$ cat src/rtl/lv8_pkg.sv
// Shared LEGv8 encode/decode constants, format enum and the immediate range helper.
package lv8_pkg;

   typedef enum logic [1:0] {
      FMT_D   = 2'd0,
      FMT_B   = 2'd1,
      FMT_CBZ = 2'd2,
      FMT_ILL = 2'd3
   } fmt_e;

   localparam logic [5:0] OP_B   = 6'b000101;
   localparam logic [7:0] OP_CBZ = 8'b10110100;

   localparam int unsigned B_W   = 26;
   localparam int unsigned CBZ_W = 19;
   localparam int unsigned D_W   = 9;

   localparam int unsigned INSTR_W = 32;
   localparam int unsigned IMM_W   = 64;

   // Encoded word as carried through S1 and the output FIFO.
   typedef struct packed {
      logic               err;
      logic [INSTR_W-1:0] instr;
   } enc_word_t;

   localparam int unsigned ENC_W = $bits(enc_word_t);

   // True when imm equals the sign extension of its low n bits.
   function automatic logic imm_fits(input logic [IMM_W-1:0] imm, input int unsigned n);
      logic signed [IMM_W-1:0] upper;
      upper = $signed(imm) >>> (n - 1);
      return (upper == '0) || (upper == '1);
   endfunction

endpackage

$ cat src/rtl/imm_encoder_if.sv
// Request/response bundle of the immediate encoder.
interface imm_encoder_if #(
   parameter int unsigned ERRW = 16
);
   logic             in_valid;
   logic             in_ready;
   logic [1:0]       in_fmt;
   logic [10:0]      in_dop;
   logic [4:0]       in_rn;
   logic [4:0]       in_rt;
   logic [63:0]      in_imm;
   logic             out_valid;
   logic             out_ready;
   logic [31:0]      out_instr;
   logic             out_err;
   logic [ERRW-1:0]  err_count;

   modport master (
      output in_valid, in_fmt, in_dop, in_rn, in_rt, in_imm, out_ready,
      input  in_ready, out_valid, out_instr, out_err, err_count
   );

   modport slave (
      input  in_valid, in_fmt, in_dop, in_rn, in_rt, in_imm, out_ready,
      output in_ready, out_valid, out_instr, out_err, err_count
   );
endinterface

$ cat src/rtl/imm_fifo.sv
// Circular output buffer with wrapping pointers and an occupancy count.
module imm_fifo #(
   parameter int unsigned DEPTH = 4,
   parameter int unsigned W     = 33
) (
   input  logic                       clk,
   input  logic                       rst,
   input  logic                       push,
   input  logic [W-1:0]               din,
   input  logic                       pop,
   output logic [W-1:0]               dout,
   output logic [$clog2(DEPTH):0]     count
);
   localparam int unsigned AW = $clog2(DEPTH);

   logic [W-1:0]  mem [DEPTH];
   logic [AW-1:0] wptr;
   logic [AW-1:0] rptr;

   // Storage array; contents are don't-care until written.
   always_ff @(posedge clk) begin
      if (push) mem[wptr] <= din;
   end

   // Pointers and count; push and pop together leave count unchanged.
   always_ff @(posedge clk) begin
      if (rst) begin
         wptr  <= '0;
         rptr  <= '0;
         count <= '0;
      end else begin
         if (push) wptr <= wptr + 1'b1;
         if (pop)  rptr <= rptr + 1'b1;
         case ({push, pop})
            2'b10:   count <= count + 1'b1;
            2'b01:   count <= count - 1'b1;
            default: count <= count;
         endcase
      end
   end

   assign dout = mem[rptr];

endmodule

$ cat src/rtl/imm_encoder.sv
// LEGv8 B/CBZ/D instruction encoder: pack, range-check, S1 register, output FIFO.
module imm_encoder
   import lv8_pkg::*;
#(
   parameter int unsigned DEPTH = 4,
   parameter int unsigned ERRW  = 16
) (
   input  logic          clk,
   input  logic          rst,
   imm_encoder_if.slave  bus
);
   localparam int unsigned CW = $clog2(DEPTH) + 1;

   enc_word_t        enc_c;
   enc_word_t        s1_word;
   logic             s1_valid;
   enc_word_t        head;
   logic [CW-1:0]    fifo_count;
   logic [CW-1:0]    occupancy;
   logic             accept;
   logic             pop;
   logic [ERRW-1:0]  err_cnt;

   // Field packing and range check ahead of S1.
   always_comb begin
      enc_c = '0;
      unique case (fmt_e'(bus.in_fmt))
         FMT_B: begin
            enc_c.instr = {OP_B, bus.in_imm[B_W-1:0]};
            enc_c.err   = ~imm_fits(bus.in_imm, B_W);
         end
         FMT_CBZ: begin
            enc_c.instr = {OP_CBZ, bus.in_imm[CBZ_W-1:0], bus.in_rt};
            enc_c.err   = ~imm_fits(bus.in_imm, CBZ_W);
         end
         FMT_D: begin
            enc_c.instr = {bus.in_dop, bus.in_imm[D_W-1:0], 2'b00, bus.in_rn, bus.in_rt};
            enc_c.err   = ~imm_fits(bus.in_imm, D_W);
         end
         default: begin
            enc_c.instr = '0;
            enc_c.err   = 1'b1;
         end
      endcase
   end

   // Credit: S1 plus FIFO never exceed DEPTH, so S1 always drains into the FIFO.
   assign occupancy    = fifo_count + CW'(s1_valid);
   assign bus.in_ready = occupancy < CW'(DEPTH);
   assign accept       = bus.in_valid & bus.in_ready;

   // S1 pipeline register.
   always_ff @(posedge clk) begin
      if (rst) s1_valid <= 1'b0;
      else     s1_valid <= accept;
      if (accept) s1_word <= enc_c;
   end

   imm_fifo #(
      .DEPTH (DEPTH),
      .W     (ENC_W)
   ) u_fifo (
      .clk   (clk),
      .rst   (rst),
      .push  (s1_valid),
      .din   (s1_word),
      .pop   (pop),
      .dout  (head),
      .count (fifo_count)
   );

   assign bus.out_valid = fifo_count != '0;
   assign pop           = bus.out_valid & bus.out_ready;
   assign bus.out_instr = bus.out_valid ? head.instr : '0;
   assign bus.out_err   = bus.out_valid & head.err;

   // Saturating count of emitted error words.
   always_ff @(posedge clk) begin
      if (rst)                                   err_cnt <= '0;
      else if (pop && head.err && err_cnt != '1) err_cnt <= err_cnt + 1'b1;
   end

   assign bus.err_count = err_cnt;

endmodule

$ cat src/flat_wrapper.sv
// flat-port wrapper written by rule: the top's interface ports become plain ports
module imm_encoder_flat import lv8_pkg::*;
#(
   parameter int unsigned DEPTH = 4,
   parameter int unsigned ERRW  = 16
)
  (clk, rst, bus_in_valid, bus_in_fmt, bus_in_dop, bus_in_rn, bus_in_rt, bus_in_imm, bus_out_ready, bus_in_ready, bus_out_valid, bus_out_instr, bus_out_err, bus_err_count);
  imm_encoder_if #(.ERRW(ERRW)) bus_i ();
  input  logic clk;
  input  logic rst;
  input wire logic [$bits(bus_i.in_valid)-1:0] bus_in_valid;
  input wire logic [$bits(bus_i.in_fmt)-1:0] bus_in_fmt;
  input wire logic [$bits(bus_i.in_dop)-1:0] bus_in_dop;
  input wire logic [$bits(bus_i.in_rn)-1:0] bus_in_rn;
  input wire logic [$bits(bus_i.in_rt)-1:0] bus_in_rt;
  input wire logic [$bits(bus_i.in_imm)-1:0] bus_in_imm;
  input wire logic [$bits(bus_i.out_ready)-1:0] bus_out_ready;
  output wire logic [$bits(bus_i.in_ready)-1:0] bus_in_ready;
  output wire logic [$bits(bus_i.out_valid)-1:0] bus_out_valid;
  output wire logic [$bits(bus_i.out_instr)-1:0] bus_out_instr;
  output wire logic [$bits(bus_i.out_err)-1:0] bus_out_err;
  output wire logic [$bits(bus_i.err_count)-1:0] bus_err_count;
  assign bus_i.in_valid = bus_in_valid;
  assign bus_i.in_fmt = bus_in_fmt;
  assign bus_i.in_dop = bus_in_dop;
  assign bus_i.in_rn = bus_in_rn;
  assign bus_i.in_rt = bus_in_rt;
  assign bus_i.in_imm = bus_in_imm;
  assign bus_i.out_ready = bus_out_ready;
  assign bus_in_ready = bus_i.in_ready;
  assign bus_out_valid = bus_i.out_valid;
  assign bus_out_instr = bus_i.out_instr;
  assign bus_out_err = bus_i.out_err;
  assign bus_err_count = bus_i.err_count;
  imm_encoder #(.DEPTH(DEPTH), .ERRW(ERRW)) u_core (.clk(clk), .rst(rst), .bus(bus_i));
endmodule
$ cat config.mk
export PLATFORM = sky130hd
export DESIGN_NAME = imm_encoder_flat
export DESIGN_NICKNAME = d
export VERILOG_FILES = /design/src/rtl/lv8_pkg.sv /design/src/rtl/imm_encoder_if.sv /design/src/rtl/imm_fifo.sv /design/src/rtl/imm_encoder.sv /design/src/flat_wrapper.sv
export SDC_FILE = /design/constraint.sdc
export NUM_CORES = 1
export LEC_CHECK = 0
export ABC_CLOCK_PERIOD_IN_PS = 4000
export CORE_MARGIN = 1.5
export CORE_UTILIZATION = 50
export CTS_BUF_LIST = sky130_fd_sc_hd__clkbuf_2 sky130_fd_sc_hd__clkbuf_4 sky130_fd_sc_hd__clkbuf_8
export CTS_CLUSTER_DIAMETER = 50
export CTS_CLUSTER_SIZE = 12
export DETAILED_ROUTE_END_ITERATION = 8
export PLACE_DENSITY = 0.81
export SYNTH_ARGS = -nofsm -noshare
export SYNTH_HDL_FRONTEND = slang
export SYNTH_SLANG_ARGS = --single-unit
$ cat constraint.sdc
create_clock -name clk -period 4 [get_ports clk]
set_input_delay 0.8 -clock clk [delete_from_list [all_inputs] [get_ports clk]]
set_output_delay 0.8 -clock clk [all_outputs]
set_load 0.01 [all_outputs]
==> results of run 1 <==
-- through the flow --
| step | worst slack [ns] | total power [µW] | util [%] | hold slack [ns] |
|---|---|---|---|---|
| after floorplan | 1.78 | 3230 | - | 0.459 |
| after global placement | 1.02 | 3860 | 61.1 | 0.466 |
| after detailed placement | 1.02 | 3910 | 61.1 | 0.476 |
| after CTS | 0.492 | 5140 | 63.7 | 0.510 |
| after global routing | 0.424 | 5320 | 63.7 | 0.520 |
| final | 0.579 | 5070 | 63.7 | 0.505 |
-- logic make-up (layout without fill, tap and decap cells) --
group | Yosys count | after routing | share of synthesized area, %
xor gates and xnor gates | 17 | 17 | 1.85
muxes | 45 | 45 | 10.7
adders and majority gates | 7 | 7 | 1.18
AOI/OAI and AO/OA | 58 | 58 | 4.17
DFF | 191 | 191 | 68.1
and+or+nand+nor | 174 | 174 | 11.8
buffers and inverters | 42 | 194 | 2.26
-- area by class of cell --
cell class                 instances  area, µm²  area share, %
sequential                       191       5480           54.3
tap                              216        270           2.68
multi-input combinational        301       2390           23.7
clock buffer                      18        241           2.40
clock inverter                    14        160           1.59
inverter                          13       48.8          0.484
timing repair buffer             149       1490           14.8
-- routing by layer --
layer,wire [µm],vias to the layer above
li1,-,2334
met1,6530,2429
met2,8770,208
met3,995,34
met4,420,0
met5,0,-
-- synthesized netlist by cell type (2+ instances only) --
| cell | number |
|---|---|
| sky130_fd_sc_hd__a22o_1 | 2 |
| sky130_fd_sc_hd__xnor2_1 | 12 |
| sky130_fd_sc_hd__nor4_1 | 16 |
| sky130_fd_sc_hd__edfxtp_1 | 165 |
| sky130_fd_sc_hd__or4_1 | 2 |
| sky130_fd_sc_hd__a211oi_1 | 4 |
| sky130_fd_sc_hd__nor2b_1 | 11 |
| sky130_fd_sc_hd__o21ai_0 | 26 |
| sky130_fd_sc_hd__mux4_2 | 33 |
| sky130_fd_sc_hd__nand3_1 | 10 |
| sky130_fd_sc_hd__and2_1 | 39 |
| sky130_fd_sc_hd__mux2i_1 | 12 |
| sky130_fd_sc_hd__buf_2 | 4 |
| sky130_fd_sc_hd__nor3_1 | 4 |
| sky130_fd_sc_hd__buf_6 | 2 |
| sky130_fd_sc_hd__a21oi_1 | 18 |
| sky130_fd_sc_hd__inv_1 | 13 |
| sky130_fd_sc_hd__clkbuf_1 | 21 |
| sky130_fd_sc_hd__nor3b_1 | 2 |
| sky130_fd_sc_hd__dfxtp_1 | 26 |
| sky130_fd_sc_hd__or3_1 | 5 |
| sky130_fd_sc_hd__nand2_1 | 29 |
| sky130_fd_sc_hd__and4_1 | 2 |
| sky130_fd_sc_hd__nand4_1 | 17 |
| sky130_fd_sc_hd__xor2_1 | 5 |
| sky130_fd_sc_hd__ha_1 | 6 |
| sky130_fd_sc_hd__nor2_1 | 31 |
| sky130_fd_sc_hd__a2111oi_0 | 2 |
-- final timing paths --
path | end | slack [ns] | depth (start not counted)
setup / recovery | bus_out_instr[5] | 0.58 | 4
hold / removal | u_core.u_fifo.mem[3][1] | 0.50 | 0
setup reg to reg | u_core.u_fifo.count[2] | 1.12 | 8
hold reg to reg | u_core.u_fifo.mem[3][1] | 0.50 | 0
-- flip-flops by register name, summed over array words and instances, names as in the netlist, named ones only --
register,count
u_core.bus.err_count,16
u_core.s1_valid,1
u_core.s1_word,33
u_core.u_fifo.mem,132
u_core.u_fifo.count,3
u_core.u_fifo.rptr,2
u_core.u_fifo.wptr,2
-- cell usage in the layout, fill, tap and decap left out, drive strengths merged, types with 10 or more instances in the layout --
cell type      netlist  final
edfxtp             165    165
clkdlybuf4s50        0    140
and2                39     39
mux4                33     33
nor2                31     31
nand2               29     29
o21ai               26     26
dfxtp               26     26
a21oi               18     18
clkbuf              21     18
nand4               17     17
nor4                16     16
inv                 13     16
mux2i               12     12
xnor2               12     12
nor2b               11     11
nand3               10     10
-- worst register-to-register path: cells and delay by family, from the launching register on --
| kind | cells | cell delay [ns] |
|---|---|---|
| flops | 1 | 0.41 |
| xor+xnor | 1 | 0.16 |
| compound gates | 1 | 0.16 |
| fa+ha+maj | 2 | 0.58 |
| buf+inv | 1 | 0.06 |
| simple gates | 3 | 1.43 |
-- power by group --
group	internal, µW	leakage [µW]	switching [µW]
Clock	572	0.000197	659
Combinational	760	0.00129	591
Sequential	2360	0.00174	128
Total	3690	0.00322	1380
==> results summary, run 1 <==
After synthesis, the cell types taking the most area are sky130_fd_sc_hd__edfxtp_1 62%, sky130_fd_sc_hd__mux4_2 9.2%, sky130_fd_sc_hd__dfxtp_1 6.5%. The post-CTS repair timing setup buffer count came out at 0. The sum of buffers and inverters on the critical path is 2. The met2 routing resource usage after global routing is 37.5%. The starting DRC count in detailed routing is 418. In the global route stage, met3 resource usage came out at 4.59%.

The leakage power total came out at 0.00322 µW. In this run the critical register-to-register path is launched from u_core.u_fifo.count[0]. The run finished with clean final reports. The max-capacitance violation count is 0. In this run the mean area of a mapped cell was 15.1 µm². Measured along the y axis, the die boundary spans 130 µm. The number of placed I/O pins is 142. After synthesis the netlist holds a flip-flop and latch count of 191.

The count of nets left with antenna violations once routing finished came out at 0. Setup repair after global routing left no endpoint under its margin. The detailed-placement wirelength estimate came out at 11.9 mm. The net count after synthesis came out at approximately 630. The total of cells resized after clock tree synthesis came out at 0. In this run the worst path has a maximum fanout of 21. Counting the fill cells in the layout gives 1,087. The overall routed net length is 16.7 mm.

The delay contributed by the slowest stage of the critical path is about 0.64 ns. The average wire per cell in the routed design came out at around 19 µm. The worst hold path begins at u_core.s1_word[1]. The clock skew after layout came out at 0.0110 ns. The later-pin clock latency in the skew report came out at 0.46 ns.

The cell area reported after detailed placement is ~0.0097 mm². The initial antenna violation count is 0. The sequential-to-total area share from yosys stat is 68.1%.

The met1 usage in global routing came out at 24.2%. The number of clock sinks is 191. The family with the most delay on the worst path is buffers and inverters. The first-pass GRT wire length is 25.7 mm.

At the end of the flow, the number of nets in the layout was 771. The total setup violations reported at the end of the flow is 0. The CTS buffer count came out at 17. The proportion of layout cells with a drive suffix above 1 came out at 11.4%. The repair_antennas step left the layout with diodes totalling 0. The global-route usage over all layers is 20.9%.

The tightest min-delay check is of the flip-flop to flip-flop type. The final hold violation count is 0. The via count of the first global-routing pass is 4,909.

The shortest period the worst path allows is between 3 and 4 ns. The worst-margin pin slew came out at 0.993 ns. The effective utilization at floorplan came out at about half. The die covers 0.0169 mm². In the synthesized netlist the dominant register cell turns out to be sky130_fd_sc_hd__edfxtp_1. The worst setup path is captured at an output port. At the worst endpoint, the required time is 3.20 ns. The worst IR drop on VDD is around 0.00026 V. The tree is rooted in a sky130_fd_sc_hd__clkbuf_8.

The number of cell rows is 46. Setup total negative slack on the finished layout was measured at 0 ns. The critical path is of the flip-flop to output port type. During synthesis, Yosys emitted a total of 0 warnings. The width of the die came out at 130 µm. Summed over its instances, the top area cell type makes up between 60% and 70% of the synthesized netlist area. The cell area after synthesis is 0.00805 mm². The arrival time of the worst setup path is 2.62 ns.

The final max-slew violation count is 0. The finished layout cell area is 0.0101 mm². The total via count in the routed design came out at about 5,000. No sink is reached through more buffers than the 2 on the longest clock path. The count of cells in the finished layout, fillers not included, comes to 902. Routability-driven placement finished with a final weighted congestion of 0.866. The slowest stage of the critical path belongs to the cell sky130_fd_sc_hd__dfxtp_2. The total area inside the core boundary comes to between 0.015 and 0.02 mm². For this design, the CTS-stage hold fixing added 0 buffers.

The cell count after synthesis is roughly 530. Using the TritonRoute via totals, the vias-per-cell ratio works out to roughly 5.5. The largest net degree at the start of global routing is 37. Counting distinct cell types in the post-synthesis netlist gives 43.

Power spread over the standard cell area amounts to 503 mW/mm². The most congested layer reported by global routing is met2. The synthesized design contains 165 enable-type register cells. The number of instances in the placed design came out at 870. TritonCTS built the clock tree. The headroom to the max-slew limit came out at between 30% and 40%. The length of the first detailed-routing pass in iterations is 5. The startpoint kind of the worst setup timing path is a flip-flop.

The area growth from synthesis to layout is 25.3%. The overflow left after global routing came out at 0. The top achievable clock speed is 292 MHz. After layout, the worst path uses 85.5% of the clock period.

The number of input and output port buffers inserted came out at 141. sky130_fd_sc_hd__edfxtp_1 takes more of the synthesized area than any other cell. After clock tree synthesis, the clock-pin slew on the worst setup and hold paths is 0.09 ns.

The total DRC errors in the routed layout came out at 0. The async set-reset flop share out of synthesis came out at 0%. The H-tree depth is 4. The critical path goes through buf_12 -> mux4_2 -> and2_1 -> clkdlybuf4s50_1.
Note: power is estimated with default switching activity, not from simulation.
==> run 2: changes to the inputs <==
SKIP_CTS_REPAIR_TIMING = 1   (was default)
==> results of run 2 <==
The final DEF is identical to that of run 1; final timing and power are the same.
